<file path="src/rtl/freq_div_pkg.sv">
// Shared types and reset defaults for the run-control sequencer of the integer clock divider.
package freq_div_pkg;

    localparam int unsigned CntW    = 8;
    localparam int unsigned RstDiv  = 3;
    localparam int unsigned RstHigh = 1;

    typedef enum logic [1:0] {
        StIdle,
        StRun,
        StDrain
    } state_e;

    // Divide ratio N and high time H, sized at the package counter width.
    typedef struct packed {
        logic [CntW-1:0] div;
        logic [CntW-1:0] high;
    } div_cfg_t;

endpackage

</file>
<file path="src/rtl/div_counter.sv">
// Period counter with registered divided waveform and period-start tick.
module div_counter
    import freq_div_pkg::*;
#(
    parameter int unsigned CNT_W = CntW
) (
    input  logic             clk,
    input  logic             rst,
    input  logic             en,
    input  logic             en_nxt,
    input  logic [CNT_W-1:0] div,
    input  logic [CNT_W-1:0] high_nxt,
    output logic [CNT_W-1:0] count,
    output logic             div_out,
    output logic             tick,
    output logic             wrap
);

    logic [CNT_W-1:0] count_q, count_d;
    logic             div_out_q, tick_q;

    assign wrap = en && (count_q == div - CNT_W'(1));

    always_comb begin
        count_d = '0;
        if (en && !wrap) begin
            count_d = count_q + CNT_W'(1);
        end
    end

    // Waveform is derived from the next count and next high time so it is registered
    // yet already reflects a configuration applied on the wrap edge.
    always_ff @(posedge clk or posedge rst) begin
        if (rst) begin
            count_q   <= '0;
            div_out_q <= 1'b0;
            tick_q    <= 1'b0;
        end else begin
            count_q   <= count_d;
            div_out_q <= en_nxt && (count_d < high_nxt);
            tick_q    <= en_nxt && (count_d == '0);
        end
    end

    assign count   = count_q;
    assign div_out = div_out_q;
    assign tick    = tick_q;

endmodule

</file>
<file path="src/rtl/freq_div_ctrl.sv">
// Run-control FSM and configuration sequencer; new settings only take effect on period boundaries.
module freq_div_ctrl
    import freq_div_pkg::*;
#(
    parameter int unsigned CNT_W    = CntW,
    parameter int unsigned RST_DIV  = RstDiv,
    parameter int unsigned RST_HIGH = RstHigh
) (
    input  logic             clk,
    input  logic             rst,
    input  logic             start,
    input  logic             cfg_valid,
    output logic             cfg_ready,
    input  logic [CNT_W-1:0] cfg_div,
    input  logic [CNT_W-1:0] cfg_high,
    output logic             cfg_err,
    output logic             busy,
    output logic             div_out,
    output logic             tick,
    output logic [CNT_W-1:0] count
);

    state_e   state_q, state_d;
    div_cfg_t act_q, act_d, pend_q, pend_d;
    logic     pend_vld_q, pend_vld_d;
    logic     err_q;
    logic     hs, cfg_ok, wrap, running;

    assign running = (state_q != StIdle);
    assign hs      = cfg_valid && cfg_ready;
    assign cfg_ok  = (cfg_div >= CNT_W'(2)) && (cfg_high != '0) && (cfg_high < cfg_div);

    always_comb begin
        state_d = state_q;
        unique case (state_q)
            StIdle:  if (start) state_d = StRun;
            StRun:   if (!start) state_d = StDrain;
            StDrain: begin
                if (start) begin
                    state_d = StRun;
                end else if (wrap) begin
                    state_d = StIdle;
                end
            end
            default: state_d = StIdle;
        endcase
    end

    always_comb begin
        act_d      = act_q;
        pend_d     = pend_q;
        pend_vld_d = pend_vld_q;
        if (wrap && pend_vld_q) begin
            act_d      = pend_q;
            pend_vld_d = 1'b0;
        end
        // Anything accepted while idle, or on the edge that returns to idle, has no
        // period to wait for and goes straight to the active settings.
        if (hs && cfg_ok) begin
            if (state_q == StIdle || state_d == StIdle) begin
                act_d = '{div: cfg_div, high: cfg_high};
            end else begin
                pend_d     = '{div: cfg_div, high: cfg_high};
                pend_vld_d = 1'b1;
            end
        end
    end

    always_ff @(posedge clk or posedge rst) begin
        if (rst) begin
            state_q    <= StIdle;
            act_q      <= '{div: CntW'(RST_DIV), high: CntW'(RST_HIGH)};
            pend_q     <= '0;
            pend_vld_q <= 1'b0;
            err_q      <= 1'b0;
        end else begin
            state_q    <= state_d;
            act_q      <= act_d;
            pend_q     <= pend_d;
            pend_vld_q <= pend_vld_d;
            err_q      <= hs && !cfg_ok;
        end
    end

    assign cfg_ready = !pend_vld_q;
    assign cfg_err   = err_q;
    assign busy      = running;

    div_counter #(
        .CNT_W(CNT_W)
    ) u_counter (
        .clk     (clk),
        .rst     (rst),
        .en      (running),
        .en_nxt  (state_d != StIdle),
        .div     (act_q.div),
        .high_nxt(act_d.high),
        .count   (count),
        .div_out (div_out),
        .tick    (tick),
        .wrap    (wrap)
    );

endmodule

</file>
<file path="config.mk">
export PLATFORM = sky130hd
export DESIGN_NAME = freq_div_ctrl
export DESIGN_NICKNAME = d
export VERILOG_FILES = /design/src/rtl/freq_div_pkg.sv /design/src/rtl/div_counter.sv /design/src/rtl/freq_div_ctrl.sv
export SDC_FILE = /design/constraint.sdc
export NUM_CORES = 1
export LEC_CHECK = 0
export ABC_AREA = 1
export CAP_MARGIN = 5
export CORE_MARGIN = 2
export CORE_UTILIZATION = 35
export CTS_CLUSTER_DIAMETER = 30
export DETAILED_ROUTE_END_ITERATION = 10
export PLACE_DENSITY_LB_ADDON = 0.1
export SKIP_CTS_REPAIR_TIMING = 1
export SYNTH_ARGS = -nofsm -noshare
export SYNTH_HDL_FRONTEND = slang
export SYNTH_SLANG_ARGS = --single-unit
</file>
<file path="constraint.sdc">
create_clock -name clk -period 3.2 [get_ports clk]
set_input_delay 0.64 -clock clk [delete_from_list [all_inputs] [get_ports clk]]
set_output_delay 0.64 -clock clk [all_outputs]
set_load 0.005 [all_outputs]
</file>
**Word level (Yosys, flattened, before mapping)**

Index checks and enable logic that the tools add are counted.

- Bitwise gates (word level): 1
- Reductions and logical operators: 21
- Magnitude comparators: 3
- Add/subtract/negate cells: 2
- Mux-type cells: 12
- Equality and inequality tests: 3

Operators with widths:

| kind | number |
|---|---|
| two-way mux 16 bit | 3 |
| < comparator 8 bit | 2 |
| logical AND 1 bit | 10 |
| adder 8 x 1 -> 8 bit (second input constant) | 1 |
| equality test 8 bit | 1 |
| greater-or-equal comparator 8 x 2 -> 1 bit (second input constant) | 1 |
| zero test 8 bit | 1 |
| two-way mux 2 bit | 4 |
| two-way mux 8 bit | 1 |
| nonzero test 8 bit | 1 |
| subtractor 8 x 1 -> 8 bit (second input constant) | 1 |
| one-hot mux 2 bit (3 select lines) | 1 |
| zero test 2 bit | 2 |
| nonzero test 2 bit | 2 |
| zero test 1 bit | 3 |
| two-way mux 1 bit | 3 |
| equality test 2 x 1 -> 1 bit (second input constant) | 1 |
| equality test 2 bit (second input constant) | 1 |
| AND reduction 2 bit | 1 |
| logical OR 1 bit | 1 |
| inverter 1 bit | 1 |

- Output and inout bits: 13
- Logic and storage cells: 52
- Bits of input ports: 20
- Register bits after elaboration: 46

**Depth between registers and ports, before layout**

- Word-level depth: 12
- Gate-level depth with buffers: 24
- Depth with buffers taken out: 23

**By module**

From an unflattened synthesis, not the netlist that was laid out.

- Cells, all modules: 457
- Area, all modules: 3100.5 sq um

By module, submodules not included:

| module | cells each | seq. area each (sq um) | instances | area an instance (sq um) |
|---|---|---|---|---|
| freq_div_ctrl | 298 | 904.6 | 1 | 2102.0 |
| div_counter | 159 | 250.2 | 1 | 998.5 |

**Least setup slack after synthesis**

OpenSTA, ideal clock, no wires.

- Path kind: reg-to-reg
- Start: register act_q[8] (netlist name)
- End: register u_counter.div_out_q, in the netlist u_counter.div_out
- Period minus slack after synthesis: 2.692 ns
- Path slack: 0.508 ns
- Path buffers: 1
- Data required time: 3.127 ns
- Library setup time: 0.073 ns
- Data arrival time: 2.618 ns
- Cell stages (with the launch flop): 22
- Path through: dfstp_2 inv_2 ha_1 inv_1 nand2_1 nand2_1 nand2_1 nand2_1 nand3_1 nor2_1 nand3_1 nand2_1 nand2_2 nand2_2 nand2_2 buf_2 o21ai_1 o21ai_1 ha_1 a21oi_1 o211ai_1 a21oi_2

- Cells in the longest elaborated chain, start to end: 12
- Elaborated cells on any way between the ends: 18
- Those cells by class: add/sub: 1; order compare: 1; eq/ne: 1; mux: 7; reduce/logical: 8

Ends and longest elaborated chain:

| item | line | text |
|---|---|---|
| start: declaration | freq_div_ctrl.sv:24 | `div_cfg_t act_q, act_d, pend_q, pend_d;` |
| start signal: assignment | freq_div_ctrl.sv:72 | `act_q <= '{div: CntW'(RST_DIV), high: CntW'(RST_HIGH)};` |
| start signal: assignment | freq_div_ctrl.sv:78 | `act_q <= act_d;` |
| subtractor 8 x 1 -> 8 bit * | div_counter.sv:22 | `assign wrap = en && (count_q == div - CNT_W'(1));` |
| equality test 8 bit * | div_counter.sv:22 |  |
| logical AND 1 bit * | div_counter.sv:22 |  |
| two-way mux 2 bit | freq_div_ctrl.sv:41 | `end else if (wrap) begin` |
| two-way mux 2 bit | freq_div_ctrl.sv:39 | `if (start) begin` |
| one-hot mux 2 bit (3 select lines) | freq_div_ctrl.sv:35 | `unique case (state_q)` |
| zero test 2 bit | freq_div_ctrl.sv:60 | `if (state_q == StIdle \|\| state_d == StIdle) begin` |
| logical OR 1 bit | freq_div_ctrl.sv:60 |  |
| two-way mux 16 bit | freq_div_ctrl.sv:60 |  |
| two-way mux 16 bit | freq_div_ctrl.sv:59 | `if (hs && cfg_ok) begin` |
| < comparator 8 bit | div_counter.sv:40 | `div_out_q <= en_nxt && (count_d < high_nxt);` |
| logical AND 1 bit * | div_counter.sv:40 |  |
| end signal: assignment | div_counter.sv:40 |  |
| end: declaration | div_counter.sv:20 | `logic div_out_q, tick_q;` |

Mark *: on every way between the ends. The rest lies on a longest branch, timed or not.
A chain may end at the register's enable or synchronous reset.

**Worst setup path in the final report**

- Start: input cfg_div[7]
- End: register u_counter.div_out_q, in the netlist u_counter.div_out

- Cells in the longest elaborated chain, start to end: 7
- Elaborated cells on any way between the ends: 8
- Those cells by class: order compare: 3; mux: 1; reduce/logical: 4

Ends and longest elaborated chain:

| item | line | text |
|---|---|---|
| start: declaration | freq_div_ctrl.sv:14 | `input logic [CNT_W-1:0] cfg_div,` |
| greater-or-equal comparator 8 x 2 -> 1 bit | freq_div_ctrl.sv:31 | `assign cfg_ok = (cfg_div >= CNT_W'(2)) && (cfg_high != '0) && (cfg_high < cfg_div);` |
| logical AND 1 bit | freq_div_ctrl.sv:31 |  |
| logical AND 1 bit * | freq_div_ctrl.sv:31 |  |
| logical AND 1 bit * | freq_div_ctrl.sv:59 |  |
| two-way mux 16 bit * | freq_div_ctrl.sv:59 |  |
| < comparator 8 bit * | div_counter.sv:40 |  |
| logical AND 1 bit * | div_counter.sv:40 |  |

Marked as above.

==> impl_metrics.yaml <==
routing:
  drc: 0
  num_vias: 2250
  routed_via_density: 4.611
  detailedRoute.firstPassIterationCount: 4
  drt.antenna.violating_nets: 0
  drtIter0Drc: 132
  routedWlPerCell_um: 13.36
  drt-total-wl_um: 6522
clock_tree:
  clock_insertion_delay_worst_skew_ps: 310
  cts.sinks: 46
  max_root_sink_buffers: 2
  htree_num_levels: 2
  cts_inserted_buffers: 5
  clkSlewWorstSetupHoldPaths_ps: 90
  clk_root_buffer_cell: "sky130_fd_sc_hd__clkbuf_8"
  tritoncts: "built"
logic_synthesis:
  synth_seq_area_share: 0.4387
  synth_largest_area_cell: "sky130_fd_sc_hd__dfrtp_1"
  dominantRegCellSynth: "sky130_fd_sc_hd__dfrtp_1"
  cell_area_after_synthesis_um2: 2633
  postSynthNetCount: 368
  netlist_top_cells_area: "sky130_fd_sc_hd__dfrtp_1, sky130_fd_sc_hd__nand2_1, sky130_fd_sc_hd__ha_1"
  yosys_warnings: 0
  synth_seq_cells: 46
  synthArstFlopShare: 1.000
  netlist-cell-type-count: 34
  ys_top_cells_by_count: "sky130_fd_sc_hd__nand2_1, sky130_fd_sc_hd__dfrtp_1, sky130_fd_sc_hd__inv_1"
  most_frequent_cell_after_synthesis: "sky130_fd_sc_hd__nand2_1"
  netlist_instances: 332
  synth-edff-count: 0
  synth_area_per_cell_um2: 7.929
  synth_top_area_share: 0.4087
hold_path:
  min-delay-path-class: "reg -> reg"
floorplan:
  die-area_um2: 8231
  fp.coreArea_um2: 7253
  initial_core_utilization: 0.3629
  core.rowCount: 31
  dieHeight_um: 90.73
  die_outline_width_um: 90.73
  io_pins: 33
setup_path:
  cp_max_fo: 16
  worst_path_max_delay_cell: "sky130_fd_sc_hd__clkdlybuf4s50_1"
  cpPeakStageDelay_ps: 480
  crit_path_cell_trace: "clkdlybuf4s50_1 -> inv_1 -> ha_1 -> a21oi_1 -> o21a_1 -> nand4_1 -> nor2_2 -> nand2_8 -> o21ai_1 -> o21ai_1 -> ha_1 -> a21oi_1 -> o211ai_1 -> a21oi_2"
  crit_path_end_kind: "flop"
  critical_path.startpoint_type: "input port"
  worst-endpoint-required_ps: 3440
  crit_arrival_ps: 3220
  critPathKind: "in -> reg"
grt:
  gr-total-overflow: 0
  track_usage: 0.1684
  grt_antenna_before_repair: 0
  grt_start_max_net_pins: 22
  grt_pass1_vias: 2221
  first_pass_grt_wire_length_um: 10980
power:
  power.leakage_uw: 0.001719
  vdd_drop_max_v: 0.0002115
  total_power_uw: 1258
  power_per_cell_area_nw_per_um2: 373.8
final_layout:
  layout-drive-gt1-share: 0.1620
  final_net_count: 424
  n_fill_cell: 728
  syn_to_final_growth_pct: 27.90
  post-route-util: 0.4642
  diodes: 0
  finalNonFillerCells: 488
  layout.cell_area.non_filler_um2: 3367
sta:
  worst-slew-pin-transition_ps: 513.5
  timing.slew.headroom: 0.6550
  tns_ps: 0
  grt_setup_unrepaired: "false"
  final.period_utilization: 0.9333
  hold_viol_final: 0
  fin_crit_ps: 2986
  setup_viol: 0
  maxSlewViolCount: 0
  fin_skew_ps: 13.18
  fmax_mhz: 334.8
placed_design:
  port_buffers: 32
  post_detailed_placement_cell_area_um2: 3226
  post-dp-hpwl_um: 5225
  placed_cells: 480
  gp_congestion: 0.8532
job:
  drv.max_cap_violation_count: 0
status:
  status: "finished, final reports clean"
critical path, delay by kind of cell:
family | cells | cell delay (ps)
buffers and inverters | 2 | 550
AOI/OAI and AO/OA | 7 | 840
adders and majority gates | 2 | 650
and+or+nand+nor | 3 | 530
sequential cells by signal (all words and copies together), names as in the netlist:
name,cells
cfg_err,1
u_counter.div_out,1
u_counter.tick,1
act_q,16
pend_q,16
u_counter.count,8
pend_vld_q,1
state_q,2
through the flow:
step | hold slack, ps | setup slack [ps]
5_1_grt | 512.0 | 26.08
4_1_cts | 496.1 | 81.60
6_report | 491.3 | 213.5
2_1_floorplan | 453.4 | 508.4
3_5_place_dp | 474.4 | -161.4
3_3_place_gp | 467.9 | -62.73
metal layers:
metal / vias up / share of wire / GRT usage
met4: 0 / 0.016 / 0.05000
met1: 1017 / 0.50 / 0.2306
met2: 31 / 0.46 / 0.2730
met5: - / 0 / 0
li1: 1194 / - / -
met3: 8 / 0.028 / 0.02838
path summary, 6_finish.rpt:
| check | end | from | slack, ps | depth (start not counted) |
|---|---|---|---|---|
| max | u_counter.div_out | cfg_div[7] | 210 | 14 |
| max reg2reg | u_counter.div_out | act_q[8] | 300 | 20 |
| min in group asynchronous | act_q[7] | rst | 640 | 2 |
| min reg2reg | pend_q[8] | pend_q[8] | 490 | 2 |
| min | pend_q[8] | pend_q[8] | 490 | 2 |
| max in group asynchronous | act_q[9] | rst | 1950 | 3 |
where the power goes:
group / switching (uW) / total (uW) / internal [uW]
Clock: 208 / 442 / 234
Combinational: 101 / 200 / 99.7
Sequential: 18.2 / 616 / 597
Total: 327 / 1260 / 931
area by class of cell:
class                           count  area (um^2)  area share
Clock inverter                      3        43.79     0.01301
Sequential cell                    46         1155      0.3430
Inverter                           48        180.2     0.05351
Clock buffer                        5        68.82     0.02044
Timing Repair Buffer               56        500.5      0.1486
Tap cell                           99        123.9     0.03679
Multi-Input combinational cell    231         1295      0.3846
layout by cell type (no fill, tap or decap):
| master | n |
|---|---|
| sky130_fd_sc_hd__nand3_1 | 15 |
| sky130_fd_sc_hd__and3_1 | 2 |
| sky130_fd_sc_hd__o21a_1 | 1 |
| sky130_fd_sc_hd__nand2_8 | 1 |
| sky130_fd_sc_hd__clkdlybuf4s50_1 | 32 |
| sky130_fd_sc_hd__clkinv_2 | 1 |
| sky130_fd_sc_hd__a21o_1 | 1 |
| sky130_fd_sc_hd__o21ai_0 | 24 |
| sky130_fd_sc_hd__a21oi_1 | 9 |
| sky130_fd_sc_hd__o21ai_2 | 4 |
| sky130_fd_sc_hd__a31oi_1 | 1 |
| sky130_fd_sc_hd__nand2_2 | 3 |
| sky130_fd_sc_hd__buf_4 | 24 |
| sky130_fd_sc_hd__nor3_1 | 1 |
| sky130_fd_sc_hd__nand2_1 | 78 |
| sky130_fd_sc_hd__inv_2 | 7 |
| sky130_fd_sc_hd__nand3b_1 | 1 |
| sky130_fd_sc_hd__and2_1 | 1 |
| sky130_fd_sc_hd__nor4_1 | 5 |
| sky130_fd_sc_hd__or2_2 | 1 |
| sky130_fd_sc_hd__a21oi_2 | 1 |
| sky130_fd_sc_hd__clkbuf_8 | 5 |
| sky130_fd_sc_hd__dfrtp_1 | 43 |
| sky130_fd_sc_hd__xnor2_1 | 1 |
| sky130_fd_sc_hd__nor2_2 | 3 |
| sky130_fd_sc_hd__xor2_1 | 4 |
| sky130_fd_sc_hd__o21ai_1 | 9 |
| sky130_fd_sc_hd__bufinv_16 | 1 |
| sky130_fd_sc_hd__nor2_1 | 29 |
| sky130_fd_sc_hd__nand4_1 | 5 |
| sky130_fd_sc_hd__clkinv_1 | 1 |
| sky130_fd_sc_hd__inv_6 | 1 |
| sky130_fd_sc_hd__nand3_2 | 1 |
| sky130_fd_sc_hd__nand2_4 | 1 |
| sky130_fd_sc_hd__nor2_4 | 1 |
| sky130_fd_sc_hd__ha_1 | 16 |
| sky130_fd_sc_hd__dfstp_2 | 3 |
| sky130_fd_sc_hd__inv_1 | 40 |
| sky130_fd_sc_hd__o211ai_1 | 7 |
| sky130_fd_sc_hd__mux2_2 | 5 |
kinds of logic (layout without fill, tap and decap cells):
family	after synthesis	count (layout)	share of synthesized area
adder cells (fa/ha/maj)	16	16	0.07604
XOR/XNOR	5	5	0.01663
AO/OA/AOI/OAI	57	57	0.1245
multiplexers	5	5	0.02139
buffers and inverters	55	112	0.08032
flip-flops	46	46	0.4387
AND/OR/NAND/NOR	148	148	0.2424
(Power assumes the default switching activity.)
